$ cat src/rtl/extmem_arb_pkg.sv
// Shared types and default widths for the external-memory burst arbiter.
package extmem_arb_pkg;

  localparam int unsigned DEF_N_REQ  = 3;
  localparam int unsigned DEF_ADDR_W = 32;
  localparam int unsigned DEF_DATA_W = 16;
  localparam int unsigned DEF_LEN_W  = 32;

  typedef enum logic {
    IDLE,
    BURST
  } arb_state_t;

  // Width of a requester index; never below one bit.
  function automatic int unsigned idx_w(input int unsigned n);
    return (n > 1) ? $clog2(n) : 1;
  endfunction

endpackage

$ cat src/rtl/extmem_arbiter_rr_pick.sv
// Combinational round-robin selector: first asserted request at or after rr_ptr, wrapping.
module rr_pick
  import extmem_arb_pkg::*;
#(
  parameter int unsigned N_REQ = DEF_N_REQ,
  parameter int unsigned OWN_W = idx_w(DEF_N_REQ)
) (
  input  logic [N_REQ-1:0] req,
  input  logic [OWN_W-1:0] rr_ptr,
  output logic [OWN_W-1:0] winner,
  output logic             any
);

  int unsigned idx;

  always_comb begin
    winner = '0;
    any    = 1'b0;
    idx    = 0;
    for (int unsigned i = 0; i < N_REQ; i++) begin
      idx = 32'(rr_ptr) + i;
      if (idx >= N_REQ) idx = idx - N_REQ;
      if (!any && req[idx[OWN_W-1:0]]) begin
        winner = OWN_W'(idx);
        any    = 1'b1;
      end
    end
  end

endmodule

$ cat src/rtl/extmem_arbiter.sv
// Round-robin burst arbiter sharing one external-memory port among N_REQ requesters,
// with incrementing burst addresses and a one-cycle read-return pipe.
module extmem_arbiter
  import extmem_arb_pkg::*;
#(
  parameter int unsigned N_REQ  = DEF_N_REQ,
  parameter int unsigned ADDR_W = DEF_ADDR_W,
  parameter int unsigned DATA_W = DEF_DATA_W,
  parameter int unsigned LEN_W  = DEF_LEN_W
) (
  input  logic              clk,
  input  logic              rst,
  input  logic              req         [N_REQ-1:0],
  input  logic              req_we      [N_REQ-1:0],
  input  logic [ADDR_W-1:0] req_addr    [N_REQ-1:0],
  input  logic [LEN_W-1:0]  req_len     [N_REQ-1:0],
  input  logic [DATA_W-1:0] wdata       [N_REQ-1:0],
  output logic              gnt         [N_REQ-1:0],
  output logic              beat        [N_REQ-1:0],
  output logic              rvalid      [N_REQ-1:0],
  output logic [DATA_W-1:0] rdata,
  output logic              done        [N_REQ-1:0],
  output logic              mem_we,
  output logic              mem_re,
  output logic [ADDR_W-1:0] mem_wr_addr,
  output logic [ADDR_W-1:0] mem_rd_addr,
  output logic [DATA_W-1:0] mem_wr_data,
  input  logic [DATA_W-1:0] mem_rd_data
);

  localparam int unsigned OWN_W = idx_w(N_REQ);

  arb_state_t        state, state_d;
  logic [OWN_W-1:0]  owner, owner_d;
  logic [OWN_W-1:0]  rr_ptr, ptr_d;
  logic [OWN_W-1:0]  rd_owner;
  logic [OWN_W-1:0]  winner;
  logic              we_q, we_d;
  logic [ADDR_W-1:0] addr_q, addr_d;
  logic [LEN_W-1:0]  remaining, rem_d;
  logic              rd_pending;
  logic              any;
  logic              issue;
  logic              last;
  logic [N_REQ-1:0]  req_vec;

  always_comb begin
    req_vec = '0;
    for (int unsigned i = 0; i < N_REQ; i++) req_vec[i] = req[i];
  end

  rr_pick #(
    .N_REQ (N_REQ),
    .OWN_W (OWN_W)
  ) u_rr_pick (
    .req    (req_vec),
    .rr_ptr (rr_ptr),
    .winner (winner),
    .any    (any)
  );

  always_ff @(posedge clk or negedge rst) begin
    if (!rst) begin
      state      <= IDLE;
      owner      <= '0;
      rr_ptr     <= '0;
      we_q       <= 1'b0;
      addr_q     <= '0;
      remaining  <= '0;
      rd_pending <= 1'b0;
      rd_owner   <= '0;
    end else begin
      state      <= state_d;
      owner      <= owner_d;
      rr_ptr     <= ptr_d;
      we_q       <= we_d;
      addr_q     <= addr_d;
      remaining  <= rem_d;
      rd_pending <= issue && !we_q;
      rd_owner   <= owner;
    end
  end

  // A zero-length burst takes the "last" path without issuing a beat.
  always_comb begin
    state_d = state;
    owner_d = owner;
    ptr_d   = rr_ptr;
    we_d    = we_q;
    addr_d  = addr_q;
    rem_d   = remaining;
    issue   = 1'b0;
    last    = 1'b0;
    unique case (state)
      IDLE: begin
        if (any) begin
          owner_d = winner;
          we_d    = req_we[winner];
          addr_d  = req_addr[winner];
          rem_d   = req_len[winner];
          state_d = BURST;
        end
      end
      BURST: begin
        issue = (remaining != '0);
        last  = (remaining <= LEN_W'(1));
        if (issue) begin
          addr_d = addr_q + ADDR_W'(1);
          rem_d  = remaining - LEN_W'(1);
        end
        if (last) begin
          state_d = IDLE;
          ptr_d   = (owner == OWN_W'(N_REQ - 1)) ? '0 : owner + OWN_W'(1);
        end
      end
      default: state_d = IDLE;
    endcase
  end

  always_comb begin
    for (int unsigned i = 0; i < N_REQ; i++) begin
      gnt[i]    = (state == BURST) && (owner == OWN_W'(i));
      beat[i]   = gnt[i] && issue;
      done[i]   = gnt[i] && last;
      rvalid[i] = rd_pending && (rd_owner == OWN_W'(i));
    end
    mem_we      = issue && we_q;
    mem_re      = issue && !we_q;
    mem_wr_addr = mem_we ? addr_q : '0;
    mem_rd_addr = mem_re ? addr_q : '0;
    mem_wr_data = mem_we ? wdata[owner] : '0;
    rdata       = rd_pending ? mem_rd_data : '0;
  end

endmodule

$ cat config.mk
export PLATFORM = sky130hd
export DESIGN_NAME = extmem_arbiter
export DESIGN_NICKNAME = d
export VERILOG_FILES = /design/src/rtl/extmem_arb_pkg.sv /design/src/rtl/extmem_arbiter_rr_pick.sv /design/src/rtl/extmem_arbiter.sv
export SDC_FILE = /design/constraint.sdc
export NUM_CORES = 1
export LEC_CHECK = 0
export ABC_AREA = 1
export BUFFER_PORTS_ARGS = -buffer_cell sky130_fd_sc_hd__buf_2
export CORE_AREA = 2 2 146 148
export DETAILED_ROUTE_END_ITERATION = 10
export DIE_AREA = 0 0 148 150
export GPL_TIMING_DRIVEN = 0
export PLACE_DENSITY = 0.79
export SYNTH_ARGS = -nofsm -noshare
export SYNTH_HDL_FRONTEND = slang
export SYNTH_SLANG_ARGS = --single-unit
$ cat constraint.sdc
create_clock -name clk -period 2.6 [get_ports clk]
set_clock_uncertainty 0.1 [all_clocks]
set_input_delay 0.39 -clock clk [delete_from_list [all_inputs] [get_ports clk]]
set_output_delay 0.39 -clock clk [all_outputs]
set_load 0.02 [all_outputs]
==> summary.md <==
| Metric | Value |
|---|---|
| Status | complete, but fails checks |
| Failing checks | setup timing |
| Clock sink total | 73 |
| Total congestion overflow | 0 |
| Worst-margin pin slew | 0.865 ns |
| RD Place Congestion | 0.973 |
| Fin. max-slew vios | 0 |
| Global Route Usage Sum | 30.4% |
| CTS max path bufs | 2 |
| DRC Markers | 0 |
| Largest net degree at the start of global routing | 59 |
| Power per cell area | 438 mW/mm2 |
| Worst-Skew Late Latency | 0.35 ns |
| Syn Nets | 1645 |
| Final Hold Viols | 0 |
| Clock network power share | 25.3% |
| Fin Setup TNS | -8.52 ns |
| Post-synth cell types | 36 |
| Post-DRT Antenna Nets | 0 |
| Switching power | 2.15 mW |
| Final Routed Wirelength | 36.8 mm |
| CP Launch Type | register |
| Fraction of layout cells with a size suffix above 1 | 36.6% |
| Critical path type | register to output pin |
| CTS tree | built |
| Place WS | -0.167 ns |
| Area grow syn2layout | 56.0% |
| Via/cell ratio | 5.22 |
| Critical path arrival | 2.28 ns |
| Internal cell power | 3.14 mW |
| Clk slew on worst S/H paths | 0.06 ns |
| Initial Util | 37.4% |
| Final Non-Filler Cells | 2092 |
| WP data required | 2.11 ns |
| Static Leak | 6.45 nW |
| Rel. slew slack | 42.3% |
| Avg WL per Cell | 17.6 um |
| Peak supply drop | 0.315 mV |
| Die H | 150 um |
| Asr flop ratio synth | 100% |
| Final setup fails | 82 |
| Ports | 374 |
| R2R Path Start | rr_ptr[1] |
| Number of port buffers | 373 |
| Post-Syn Area | 0.00774 mm2 |
| Fillers | 1931 |
| First drt pass iteration count | 6 |
| Critical path capture point type | output pin |
| Via count | 10920 |
| Die area | 0.0222 mm2 |
| Tmin final | 2.77 ns |
| Hold depth | 5 |
| Hold path start | req_addr[87] |
| Finished Core Util | 58.4% |
| Net Sw Frac | 40.7% |
| Mean Syn Cell Area | 5.63 um2 |
| Combinational Power Share | 44.4% |
| Global-route wire length before repair | 52.5 mm |
| Number of global-route vias before repair | 9756 |
| Final WS setup | -0.172 ns |
| Max frequency | 361 MHz |
| Hold EP | addr_q[23] |
| Reg2Reg Capture Point | addr_q[11] |
| FF+latch count, synth | 73 |
| Max_cap viols | 0 |
| Cells after synthesis | 1375 |
| Rows | 53 |
| Die Span X | 148 um |
| Drt first-iter violations | 825 |
| Reg power frac | 30.3% |
| CTS root buf | clkbuf_16 |
| Max Fanout on Critical Path | 10 |
| Worst hold path class | input pin to register |
| Tcrit/Tclk final | 107% |
| H-tree Lvls | 3 |
| Seq/Total Area, Yosys | 23.6% |
| DP Cell Count | 2024 |
| Main synth FF type | dfrtp_1 |
| Depth of the most critical reg-to-reg path | 15 |
| Number of antenna violations at the first check in global routing | 0 |
| Area of the core | 0.0207 mm2 |
| EDFF count, synth | 0 |
| Yosys Warn Count | 0 |
| Setup slack, reg-to-reg | 0 ns |
| Clock buffer count from CTS | 9 |
| RSZ-0062 raised after global routing | true |
| Fin nets | 2081 |
| Post-DP HPWL | 27.7 mm |
[cell type report]
class / instances / area, um2 / area share, %
Sequential cell: 73 / 1830 / 15.2
Inverter: 171 / 662 / 5.48
Timing Repair Buffer: 429 / 2770 / 22.9
Multi-Input combinational cell: 1060 / 5590 / 46.3
Buffer: 67 / 569 / 4.71
Tap cell: 275 / 344 / 2.85
Clock inverter: 2 / 35.0 / 0.290
Antenna cell: 1 / 2.50 / 0.0207
Clock buffer: 14 / 274 / 2.27
[Yosys cell counts (3+ instances only)]
library cell / number / area share, %
a31oi_1: 16 / 1.3
nor4_1: 6 / 0.48
nand2_1: 432 / 21
nand4_1: 17 / 1.4
nand3b_1: 11 / 1.1
or2_2: 16 / 1.3
dfrtp_1: 73 / 24
xor2_1: 16 / 1.8
a21oi_1: 83 / 5.4
nor2_1: 183 / 8.9
or2_1: 6 / 0.48
buf_2: 26 / 1.7
nor3_1: 25 / 1.6
o211ai_1: 13 / 1.3
buf_1: 3 / 0.15
ha_1: 6 / 0.97
inv_2: 5 / 0.24
o21ai_0: 37 / 2.4
inv_1: 165 / 8.0
and2_1: 3 / 0.24
or2_0: 26 / 2.1
nor2_2: 3 / 0.24
buf_6: 7 / 1.0
xnor2_1: 5 / 0.57
nand2_2: 5 / 0.40
buf_4: 13 / 1.3
nand3_1: 140 / 9.0
clkbuf_1: 22 / 1.1
[power by group through the flow]
stage	combinational [mW]	sequential [mW]	clock, mW
floorplan	1.22	1.51	0
global placement	1.81	1.57	0
detailed placement	1.84	1.57	0
CTS	2.07	1.57	1.34
global route	2.57	1.63	1.38
finish	2.35	1.61	1.34
[routing by layer]
metal | vias up | GRT usage (%) | part of all wire [%]
li1 | 5230 | - | -
met1 | 5089 | 39.8 | 41
met2 | 511 | 50.9 | 48
met3 | 90 | 5.18 | 7.7
met4 | 0 | 10.5 | 3.5
met5 | - | 0 | 0
[kinds of logic (layout without fill, tap and decap cells)]
logic type,count (synthesis),after routing,share of synthesized area [%]
adder cells (fa/ha/maj),6,6,0.969
other,0,1,0
AO/OA/AOI/OAI,157,157,11.0
XOR/XNOR,21,21,2.38
AND/OR/NAND/NOR,876,876,48.6
buffers and inverters,242,683,13.5
flip-flops,73,73,23.6
[metrics by stage]
step	hold slack (ns)	power (mW)	area [um2]
final	0.268	5.29	12100
after global routing	0.291	5.58	12100
after CTS	0.267	4.98	10900
after detailed placement	0.185	3.41	9980
after global placement	0.346	3.38	9950
after floorplan	-0.00559	2.73	7740
[sequential cells by signal, indices dropped and copies added (netlist names)]
name and count:
addr_q 32, owner 2, rd_owner 2, rd_pending 1
remaining 32, rr_ptr 2, state 1, we_q 1
[cells in the final DEF (no fill, tap or decap), types with 13 or more instances in the layout]
master	count
a21oi_1	72
buf_2	331
buf_4	48
buf_6	71
clkbuf_1	17
dfrtp_1	70
inv_1	157
nand2_1	413
nand2_2	22
nand3_1	124
nand3_2	15
nand4_1	17
nor2_1	117
nor2_2	26
nor2_4	44
nor3_1	24
o211ai_1	13
o21ai_0	32
or2_0	24
or2_2	16
xor2_1	16
[worst max path at each step]
stage / start / endpoint / cells past startpoint
after floorplan: remaining[16] / mem_wr_addr[11] / 12
after global placement: rr_ptr[0] / addr_q[27] / 14
after detailed placement: rr_ptr[0] / addr_q[27] / 11
after CTS: remaining[19] / mem_wr_addr[21] / 13
after global routing: remaining[21] / mem_wr_addr[29] / 13
final: remaining[23] / mem_wr_addr[27] / 13
[timing repair]
item	CTS	global route
pin swaps	10	45
buffers inserted	27	23
cloned	3	3
setup endpoints to repair	102	126
hold buffers	1	0
gates resized for setup	112	283
hold endpoints to repair	15	0
[worst max-delay path, cell delays in order, from the launching register on]
cell     delay [ns]
dfrtp_1        0.40
nor2_2         0.15
nand2_1        0.09
nor2_1         0.12
inv_1          0.07
nor2_2         0.14
nand4_1        0.15
nand2_2        0.18
nor2_4         0.06
inv_4          0.06
buf_8          0.13
buf_8          0.14
nor2_1         0.06
buf_2          0.17
Note: power is estimated with default switching activity, not from simulation.
